**config.mk**
```make
export PLATFORM = sky130hd
export DESIGN_NAME = clk_rate_detector
export DESIGN_NICKNAME = d
export VERILOG_FILES = /design/src/rtl/clk_rate_detector.sv
export SDC_FILE = /design/constraint.sdc
export NUM_CORES = 1
export LEC_CHECK = 0
export BUFFER_PORTS_ARGS = -buffer_cell sky130_fd_sc_hd__clkbuf_2
export CAP_MARGIN = 20
export CORE_UTILIZATION = 55
export DETAILED_ROUTE_END_ITERATION = 6
export PLACE_DENSITY = 0.77
export SLEW_MARGIN = 10
export SYNTH_ARGS = -nofsm -noshare
export SYNTH_HDL_FRONTEND = slang
export SYNTH_SLANG_ARGS = --single-unit
```
**constraint.sdc**
```tcl
create_clock -name clk -period 2.3 [get_ports clk]
set_input_delay 0.46 -clock clk [delete_from_list [all_inputs] [get_ports clk]]
set_output_delay 0.46 -clock clk [all_outputs]
set_load 0.05 [all_outputs]
```
**src/rtl/clk_rate_detector.sv**
```systemverilog
// Recovers the 2-bit rate code of a slow divided clock by timing its period against clk.
// Optional feature: define FREQ_LOCK_EN to require LOCK_COUNT matching classifications before code/valid update.
module clk_rate_detector #(
  parameter int BASE_LOG2  = 22,
  parameter int CNT_W      = BASE_LOG2 + 5,
  parameter int LOCK_COUNT = 3
) (
  input  logic       clk,
  input  logic       rst,
  input  logic       in_clk,
  output logic [1:0] code,
  output logic       valid,
  output logic       err,
  output logic       no_sig,
  output logic       meas_done
);

  typedef enum logic {S_IDLE, S_MEASURE} state_t;

  localparam logic [CNT_W-1:0] TIMEOUT = CNT_W'(1) << (BASE_LOG2 + 4);
  localparam logic [CNT_W-1:0] WIN_LO  = CNT_W'(3) << (BASE_LOG2 - 2);
  localparam logic [CNT_W-1:0] WIN_HI0 = CNT_W'(3) << (BASE_LOG2 - 1);
  localparam logic [CNT_W-1:0] WIN_HI1 = CNT_W'(3) << BASE_LOG2;
  localparam logic [CNT_W-1:0] WIN_HI2 = CNT_W'(3) << (BASE_LOG2 + 1);
  localparam logic [CNT_W-1:0] WIN_HI3 = CNT_W'(3) << (BASE_LOG2 + 2);

  state_t           r_state;
  logic             r_s1, r_s2, r_s3;
  logic [CNT_W-1:0] r_cnt;
  logic [CNT_W-1:0] r_idle;
  logic [1:0]       r_code;
  logic             r_valid, r_err, r_no_sig, r_meas_done;

  logic             w_rise;
  logic             w_in_range;
  logic [1:0]       w_class;

  assign w_rise     = r_s2 & ~r_s3;
  // Windows are contiguous, so one lower and one upper bound decide range membership.
  assign w_in_range = (r_cnt > WIN_LO) && (r_cnt <= WIN_HI3);
  assign w_class    = (r_cnt <= WIN_HI0) ? 2'b11 :
                      (r_cnt <= WIN_HI1) ? 2'b10 :
                      (r_cnt <= WIN_HI2) ? 2'b01 : 2'b00;

`ifdef FREQ_LOCK_EN
  localparam int MW = $clog2(LOCK_COUNT + 1);
  localparam logic [MW-1:0] LOCK_N = MW'(LOCK_COUNT);

  logic [MW-1:0] r_match;
  logic [1:0]    r_last;
  logic [MW-1:0] w_match_nxt;

  assign w_match_nxt = (r_match != '0 && w_class == r_last)
                       ? ((r_match >= LOCK_N) ? r_match : r_match + MW'(1))
                       : MW'(1);
`endif

  // NOTE: all state is registered with non-blocking assignments so every flop
  // samples pre-edge values; reset is synchronous, checked first in the clocked block.
  always_ff @(posedge clk) begin
    if (rst) begin
      r_state     <= S_IDLE;
      r_s1        <= 1'b0;
      r_s2        <= 1'b0;
      r_s3        <= 1'b0;
      r_cnt       <= '0;
      r_idle      <= '0;
      r_code      <= 2'b00;
      r_valid     <= 1'b0;
      r_err       <= 1'b0;
      r_no_sig    <= 1'b0;
      r_meas_done <= 1'b0;
`ifdef FREQ_LOCK_EN
      r_match     <= '0;
      r_last      <= 2'b00;
`endif
    end else begin
      r_s1        <= in_clk;
      r_s2        <= r_s1;
      r_s3        <= r_s2;
      r_meas_done <= 1'b0;
      case (r_state)
        S_IDLE: begin
          if (w_rise) begin
            // First edge after idle only arms the period counter.
            r_state  <= S_MEASURE;
            r_cnt    <= CNT_W'(1);
            r_idle   <= '0;
            r_no_sig <= 1'b0;
          end else if (r_idle == TIMEOUT) begin
            r_no_sig <= 1'b1;
            r_valid  <= 1'b0;
            r_idle   <= '0;
`ifdef FREQ_LOCK_EN
            r_match  <= '0;
`endif
          end else begin
            r_idle <= r_idle + CNT_W'(1);
          end
        end
        S_MEASURE: begin
          if (w_rise) begin
            r_cnt       <= CNT_W'(1);
            r_meas_done <= 1'b1;
            if (w_in_range) begin
              r_err <= 1'b0;
`ifdef FREQ_LOCK_EN
              r_match <= w_match_nxt;
              r_last  <= w_class;
              if (w_match_nxt >= LOCK_N) begin
                r_code  <= w_class;
                r_valid <= 1'b1;
              end
`else
              r_code  <= w_class;
              r_valid <= 1'b1;
`endif
            end else begin
              r_err   <= 1'b1;
              r_valid <= 1'b0;
`ifdef FREQ_LOCK_EN
              r_match <= '0;
`endif
            end
          end else if (r_cnt == TIMEOUT) begin
            // Timeout stops the counter before it can wrap.
            r_state  <= S_IDLE;
            r_cnt    <= '0;
            r_no_sig <= 1'b1;
            r_valid  <= 1'b0;
`ifdef FREQ_LOCK_EN
            r_match  <= '0;
`endif
          end else begin
            r_cnt <= r_cnt + CNT_W'(1);
          end
        end
        default: r_state <= S_IDLE;
      endcase
    end
  end

  assign code      = r_code;
  assign valid     = r_valid;
  assign err       = r_err;
  assign no_sig    = r_no_sig;
  assign meas_done = r_meas_done;

endmodule
```
==> results of run 1 <==
-- stage by stage --
stage | area (sq um) | utilization [%] | hold slack [ns] | total power [uW]
2_1_floorplan | 3654 | - | 0.4138 | 1308
3_3_place_gp | 3742 | 58.60 | 0.4276 | 1351
3_5_place_dp | 3742 | 58.60 | 0.4370 | 1357
4_1_cts | 3973 | 62.21 | 0.3279 | 2456
5_1_grt | 3973 | 62.21 | 0.3504 | 2527
6_report | 3973 | 62.21 | 0.3361 | 2444
-- cells in the mapped netlist, types with 6 or more instances --
| library cell | count | area share [%] |
|---|---|---|
| dfxtp_1 | 64 | 35 |
| a22o_1 | 8 | 1.9 |
| nor4_1 | 8 | 1.4 |
| nand4_1 | 22 | 3.8 |
| and3_1 | 16 | 2.7 |
| nor2_1 | 18 | 1.8 |
| a31oi_1 | 28 | 4.8 |
| and4_1 | 9 | 2.2 |
| a21oi_1 | 40 | 5.5 |
| and2_1 | 6 | 1.0 |
| nand3_1 | 36 | 4.9 |
| nand2b_1 | 7 | 1.2 |
| clkbuf_1 | 8 | 0.82 |
| buf_2 | 16 | 2.2 |
| o21ai_0 | 12 | 1.6 |
| nand2_1 | 43 | 4.4 |
| inv_1 | 13 | 1.3 |
-- cell type report --
class	instances	area [sq um]	share of cell area (%)
clock buffer	11	151.4	3.811
clock inverter	5	78.83	1.984
inverter	13	48.80	1.228
multi-input combinational	338	2136	53.76
sequential	64	1281	32.25
tap	77	96.34	2.425
timing repair buffer	25	180.2	4.535
-- metal layers --
| metal | part of all wire [%] | up-vias |
|---|---|---|
| met4 | 1.2 | 0 |
| met5 | 0 | - |
| met1 | 51 | 1626 |
| met3 | 3.9 | 9 |
| li1 | - | 1702 |
| met2 | 43 | 97 |
-- worst max-delay path, delay by kind of cell, from the launching register on --
| kind | cells | cell delay [ns] |
|---|---|---|
| AO/OA/AOI/OAI | 2 | 0.44 |
| adder cells (fa/ha/maj) | 1 | 0.19 |
| buffers and inverters | 1 | 0.08 |
| flip-flops | 1 | 0.38 |
| AND/OR/NAND/NOR | 3 | 0.88 |
-- worst max path at each step --
stage / startpoint / end / slack [ns] / cells after the start
6_report: r_idle[0] / r_idle[14] / 0.27 / 7
5_1_grt: r_idle[0] / r_idle[14] / 0.12 / 7
4_1_cts: r_idle[0] / r_idle[14] / 0.27 / 7
3_5_place_dp: r_idle[0] / r_idle[14] / 0.30 / 7
3_3_place_gp: r_idle[0] / r_idle[14] / 0.38 / 7
2_1_floorplan: r_cnt[2] / code[1] / 0.45 / 6
-- sequential cells by signal, indices dropped and copies added, names as in the netlist --
name	cells
code	2
err	1
meas_done	1
no_sig	1
r_cnt	27
r_idle	27
r_s1	1
r_s2	1
r_s3	1
r_state	1
valid	1
-- logic make-up (layout without fill, tap and decap cells) --
logic type	count (synthesis)	count (layout)	share of synthesized area (%)
xor gates and xnor gates	6	6	1.438
buffers and inverters	46	54	6.678
and+or+nand+nor	201	201	32.16
DFF	64	64	35.07
adders and majority gates	4	4	1.370
AOI/OAI and AO/OA	122	122	21.78
muxes	5	5	1.507
-- power groups by stage --
stage	Clock [uW]	Combinational [uW]	Sequential (uW)
3_5_place_dp	0	184	1170
4_1_cts	1120	185	1150
3_3_place_gp	0	180	1170
5_1_grt	1170	207	1150
2_1_floorplan	0	137	1170
6_report	1110	185	1150
==> flow_summary.yaml, run 1 <==
status:
  status: "completed"
place:
  dp_hpwl_microns: 5663
  pre_cts_ws_ns: 0.3006
  placed_cells: 517
  io_buffers: 8
  place_congestion: 0.9086
clock_network:
  cts_tree: "built"
  clockBufferDepth: 2
  cts-resized-gates: 0
  cts.clk_slew.worst_paths_ns: 0.07
  clock_latency_ns: 0.34
  numCtsBuffers: 9
  post_cts_buffers: 0
  clock_sinks: 64
  ctsHoldBuffers: 0
  cts_max_level: 3
  clockRootBuffer: "clkbuf_8"
worst_setup_path:
  cp_max_fo: 6
  worstPathArrival_ns: 2.31
  critPathRequiredTime_ns: 2.58
  crit_slowest_cell: "or4b_1"
  r2r_cells: 7
  r2r_slack_ns: 0.27
  start_kind: "flop"
  critical_path.cell_chain: "inv_1 > ha_1 > nor4b_1 > and4_1 > a21oi_2 > or4b_1 > a31oi_1"
  worstReg2RegEnd: "r_idle[14]"
  timing.rr.start: "r_idle[0]"
  worst-setup-path-type: "flop to flop"
  critPathMaxStageDelay_ns: 0.48
  endpoint_kind: "flop"
floorplanning:
  die_w_microns: 83.50
  die_h_microns: 83.50
  ios: 9
  num_rows: 29
  die_area_sq_um: 6972
  core_area_sq_um: 6386
  initial_core_util_pct: 57.21
synth:
  yosysSeqAreaShare_pct: 35.07
  ys.warnings.count: 0
  netlist_area_sq_um: 3654
  synth_seq_cells: 64
  ys_types: 66
  syn-mean-instance-area_sq_um: 8.155
  synth_edf_count: 0
  syn_nets: 455
  synthArstFlopShare_pct: 0
  synth_cells: 448
  synthFlopType: "dfxtp_1"
sta:
  fin_tns_setup_ns: 0
  min_period_over_period_pct: 88.39
  hold_viol: 0
  worst_slack_ns: 0.2671
  slew_headroom_pct: 55.71
  rsz0062_at_grt: "no"
  timing.fmax_mhz: 491.9
  setup_viol: 0
  fin_crit_ns: 2.033
  slew_viol_final: 0
  max_slew.worst_pin.slew_ns: 0.6619
  skew_ns: 0.008720
power_and_ir_drop:
  seq_power_share_pct: 47.0
  powerDensity_nw_per_um2: 615.3
  power.share.clock_pct: 45.4
  leakage_uw: 0.001461
  p_sw_share_pct: 23.77
  p_int_uw: 1863
  net-switching-power_uw: 581.1
  peakVddDrop_mv: 0.5189
  p_comb_share_pct: 7.6
worst_hold_path:
  whs_endpoint: "r_s1"
  hold_path.class: "input pin to flop"
  hold_depth: 2
  hold_path.startpoint: "in_clk"
global_routing:
  met1_usage_pct: 35.50
  use_met2_pct: 35.99
  grt_max_degree: 41
  antenna_found_initial: 0
  grt_pass1_vias: 3082
  met3_usage_pct: 3.858
  grt_busiest_layer: "met2"
  grt-ovfl-total: 0
  grt_usage_pct: 24.27
  grt_pass1_wl_microns: 14030
route:
  drc: 0
  wl_per_cell_microns: 15.31
  ant_nets: 0
  vias: 3434
  drtIter0Drc: 221
  vias_per_cell: 6.443
  drt-total-wl_microns: 8161
  firstDrtPassIters: 5
layout:
  antenna_cells: 0
  fin_nets: 458
  layout_commonest_cell: "dfxtp_1"
  stdcell_count: 533
  nFillCells: 552
  drive_above_1_share_pct: 13.16
  synthToLayoutAreaGrowth_pct: 8.733
  final_cell_mix: "dfxtp_1 (64), nand2_1 (43), a21oi_1 (40)"
job:
  cap_violations: 0
No activity file was read; power rests on OpenSTA's default activity.
==> inputs of run 2 (changes only) <==
Settings changed: BUFFER_PORTS_ARGS -buffer_cell sky130_fd_sc_hd__clkbuf_2 to -buffer_cell sky130_fd_sc_hd__buf_2, SKIP_LAST_GASP from default to 1.
==> flow_summary.yaml, run 2 (same netlist as run 1, synthesis figures left out) <==
status:
  status: "completed"
global_routing:
  grt_pass1_wl_microns: 14310
  met1_usage_pct: 35.61
  grt_max_degree: 41
  grt_pass1_vias: 3107
  grt_busiest_layer: "met2"
  grt_usage_pct: 24.99
  use_met2_pct: 37.48
  grt-ovfl-total: 0
  met3_usage_pct: 4.253
  antenna_found_initial: 0
worst_setup_path:
  endpoint_kind: "flop"
  start_kind: "flop"
  critPathRequiredTime_ns: 2.58
  worstPathArrival_ns: 2.29
  worst-setup-path-type: "flop to flop"
  r2r_cells: 7
  cp_max_fo: 6
power_and_ir_drop:
  seq_power_share_pct: 46.0
  p_comb_share_pct: 7.5
  leakage_uw: 0.001463
  power.share.clock_pct: 46.5
  net-switching-power_uw: 582.5
  powerDensity_nw_per_um2: 627.1
  p_int_uw: 1912
  peakVddDrop_mv: 0.3925
  p_sw_share_pct: 23.35
place:
  dp_hpwl_microns: 5725
  pre_cts_ws_ns: 0.2955
  io_buffers: 8
  place_congestion: 0.9130
floorplanning:
  die_area_sq_um: 6972
  core_area_sq_um: 6386
  initial_core_util_pct: 57.21
  num_rows: 29
  die_w_microns: 83.50
  die_h_microns: 83.50
  ios: 9
layout:
  synthToLayoutAreaGrowth_pct: 8.870
  layout_commonest_cell: "dfxtp_1"
  nFillCells: 571
  fin_nets: 458
  final_cell_mix: "dfxtp_1 (64), nand2_1 (43), a21oi_1 (40)"
  drive_above_1_share_pct: 12.94
  antenna_cells: 0
clock_network:
  post_cts_buffers: 0
  clockBufferDepth: 2
  numCtsBuffers: 9
  clockRootBuffer: "clkbuf_8"
  cts_max_level: 3
  cts_tree: "built"
  clock_latency_ns: 0.35
  ctsHoldBuffers: 0
  cts.clk_slew.worst_paths_ns: 0.07
  clock_sinks: 64
  cts-resized-gates: 0
sta:
  timing.fmax_mhz: 499.3
  rsz0062_at_grt: "no"
  setup_viol: 0
  max_slew.worst_pin.slew_ns: 0.6894
  slew_headroom_pct: 53.87
  worst_slack_ns: 0.2971
  fin_tns_setup_ns: 0
  skew_ns: 0.01080
  hold_viol: 0
  fin_hold_ws_ns: 0.3270
  fin_crit_ns: 2.003
  slew_viol_final: 0
  min_period_over_period_pct: 87.08
route:
  drtIter0Drc: 212
  wl_per_cell_microns: 15.39
  firstDrtPassIters: 5
  drt-total-wl_microns: 8205
  vias_per_cell: 6.518
  vias: 3474
  drc: 0
  ant_nets: 0
worst_hold_path:
  hold_depth: 2
  hold_path.class: "input pin to flop"
job:
  cap_violations: 0
==> run 2: final cells by class <==
type	count	area, sq um	area share [%]
flip-flops and latches	64	1281	32.21
multi-input cells	338	2136	53.70
clock buffers	10	127.6	3.209
inverters	13	48.80	1.227
clock inverters	6	107.6	2.705
well taps	77	96.34	2.422
repair buffers	25	180.2	4.530
==> run 2: final timing paths <==
kind	start	to	slack, ns
hold / removal	in_clk	r_s1	0.33
hold reg to reg	r_s1	r_s2	0.44
setup reg to reg	r_idle[0]	r_idle[14]	0.30
setup / recovery	r_idle[0]	r_idle[14]	0.30
==> run 2: metrics by stage <==
step | total power [uW] | cell area (sq um) | instances | util, %
after global placement | 1351 | 3742 | 517 | 58.60
final | 2494 | 3978 | 533 | 62.28
after CTS | 2506 | 3978 | 533 | 62.28
after global routing | 2581 | 3978 | 533 | 62.28
after detailed placement | 1358 | 3742 | 517 | 58.60
after floorplan | 1308 | 3654 | 448 | -
==> run 2: critical path, cell delays in order (launching register included) <==
cell and delay [ns]:
dfxtp_1 0.38, inv_1 0.07, ha_1 0.18, nor4b_1 0.13, and4_1 0.27, a21oi_2 0.27
or4b_1 0.47, a31oi_1 0.16
==> run 2: power by group through the flow <==
stage	Clock [uW]	Sequential [uW]	Combinational, uW
CTS	1170	1150	186
global route	1230	1150	205
global placement	0	1170	180
finish	1160	1150	187
detailed placement	0	1170	186
floorplan	0	1170	137
==> run 2: per-layer routing <==
metal / share of wire (%) / vias up
li1: - / 1708
met1: 50 / 1658
met2: 44 / 96
met3: 4.6 / 12
met4: 1.5 / 0
met5: 0 / -
==> inputs of run 3 (changes only) <==
Settings changed: CORE_MARGIN from default to 5.
==> flow_summary.yaml, run 3 (same netlist as run 1, synthesis figures left out) <==
global_routing:
  grt_pass1_wl_microns: 14480
  grt_pass1_vias: 3158
  grt-ovfl-total: 0
  grt_usage_pct: 20.54
  antenna_found_initial: 0
  grt_max_degree: 25
sta:
  rsz0062_at_grt: "no"
  fin_tns_setup_ns: 0
  fin_crit_ns: 2.045
  min_period_over_period_pct: 88.92
  setup_viol: 0
  max_slew.worst_pin.slew_ns: 0.4187
  slew_viol_final: 0
  timing.fmax_mhz: 488.9
  slew_headroom_pct: 71.88
  fin_hold_ws_ns: 0.3457
  hold_viol: 0
  skew_ns: 0.01074
job:
  cap_violations: 0
place:
  place_congestion: 0.8813
  dp_hpwl_microns: 5752
  io_buffers: 8
route:
  wl_per_cell_microns: 15.57
  drc: 0
  vias_per_cell: 6.545
  ant_nets: 0
  firstDrtPassIters: 5
  drt-total-wl_microns: 8283
  drtIter0Drc: 336
  vias: 3482
floorplanning:
  die_w_microns: 91.50
  initial_core_util_pct: 56.89
  core_area_sq_um: 6422
  num_rows: 29
  die_area_sq_um: 8372
  die_h_microns: 91.50
  ios: 9
worst_hold_path:
  hold_path.startpoint: "in_clk"
  hold_path.class: "input pin to flop"
clock_network:
  cts-resized-gates: 0
  post_cts_buffers: 0
  ctsHoldBuffers: 0
  numCtsBuffers: 9
  clockBufferDepth: 2
  cts.clk_slew.worst_paths_ns: 0.06
  cts_max_level: 3
  clockRootBuffer: "clkbuf_8"
  cts_tree: "built"
  clock_sinks: 64
  clock_latency_ns: 0.33
worst_setup_path:
  critical_path.cell_chain: "inv_1 > ha_1 > nor4b_1 > and4_1 > a21oi_2 > or4b_1 > a31oi_1"
  critPathMaxStageDelay_ns: 0.46
  critPathRequiredTime_ns: 2.56
  crit_path_start: "r_idle[0]"
  start_kind: "flop"
  timing.rr.start: "r_idle[0]"
  worst-setup-path-type: "flop to flop"
  endpoint_kind: "flop"
  crit_slowest_cell: "or4b_1"
  worstPathArrival_ns: 2.30
  cp_max_fo: 6
layout:
  synthToLayoutAreaGrowth_pct: 6.747
  drive_above_1_share_pct: 12.53
  layout_commonest_cell: "dfxtp_1"
  fin_nets: 457
  final_cell_mix: "dfxtp_1 (64), nand2_1 (43), a21oi_1 (40)"
  antenna_cells: 0
power_and_ir_drop:
  powerDensity_nw_per_um2: 554.8
  p_total_uw: 2164
  leakage_uw: 0.001433
  peakVddDrop_mv: 0.4948
status:
  status: "completed"
[run 3: changes by cell type in the layout (fill, tap and decap cells not counted)]
cell	change
buf_4	-1
clkinv_2	+2
clkbuf_8	+1
clkbuf_1	+1
bufinv_16	-3
clkinvlp_4	-1
[run 3: area by class of cell]
type                    count  area (sq um)
clock buffers              12         145.1
repair buffers             24         172.7
inverters                  13         48.80
flip-flops and latches     64          1281
fillers                   574          2522
well taps                  77         96.34
clock inverters             4         20.02
multi-input cells         338          2136
[run 3: critical path, delay by kind of cell (launching register included)]
| family | cells | cell delay (ns) |
|---|---|---|
| AO/OA/AOI/OAI | 2 | 0.47 |
| adder cells (fa/ha/maj) | 1 | 0.19 |
| buffers and inverters | 1 | 0.07 |
| flip-flops | 1 | 0.38 |
| AND/OR/NAND/NOR | 3 | 0.87 |
[run 3: final timing paths]
check / slack [ns] / depth (start not counted) / end
setup / recovery: 0.25 / 7 / r_idle[14]
hold reg to reg: 0.45 / 1 / r_s2
hold / removal: 0.35 / 2 / r_s1
setup reg to reg: 0.25 / 7 / r_idle[14]
[run 3: per-stage QoR]
step / utilization (%) / cell area, sq um / instances / worst slack [ns]
after floorplan: - / 3654 / 448 / 0.4456
after detailed placement: 58.15 / 3735 / 516 / 0.3078
after global placement: 58.15 / 3735 / 516 / 0.3844
final: 60.72 / 3900 / 532 / 0.2548
after global routing: 60.72 / 3900 / 532 / 0.09794
after CTS: 60.72 / 3900 / 532 / 0.2864
[run 3: metal layers]
metal | track usage [%] | wire, microns | up-vias
met5 | 0 | 0 | -
met4 | 6.784 | 133 | 0
met3 | 4.876 | 432 | 12
met2 | 30.92 | 3689 | 102
met1 | 28.81 | 4027 | 1666
li1 | - | - | 1702
[run 3: power by group]
group | leakage [uW] | switching, uW | internal, uW
combinational | 0.000826 | 116 | 72.6
clock | 0.0000899 | 413 | 414
sequential | 0.000517 | 23.8 | 1130
total | 0.00143 | 552 | 1610
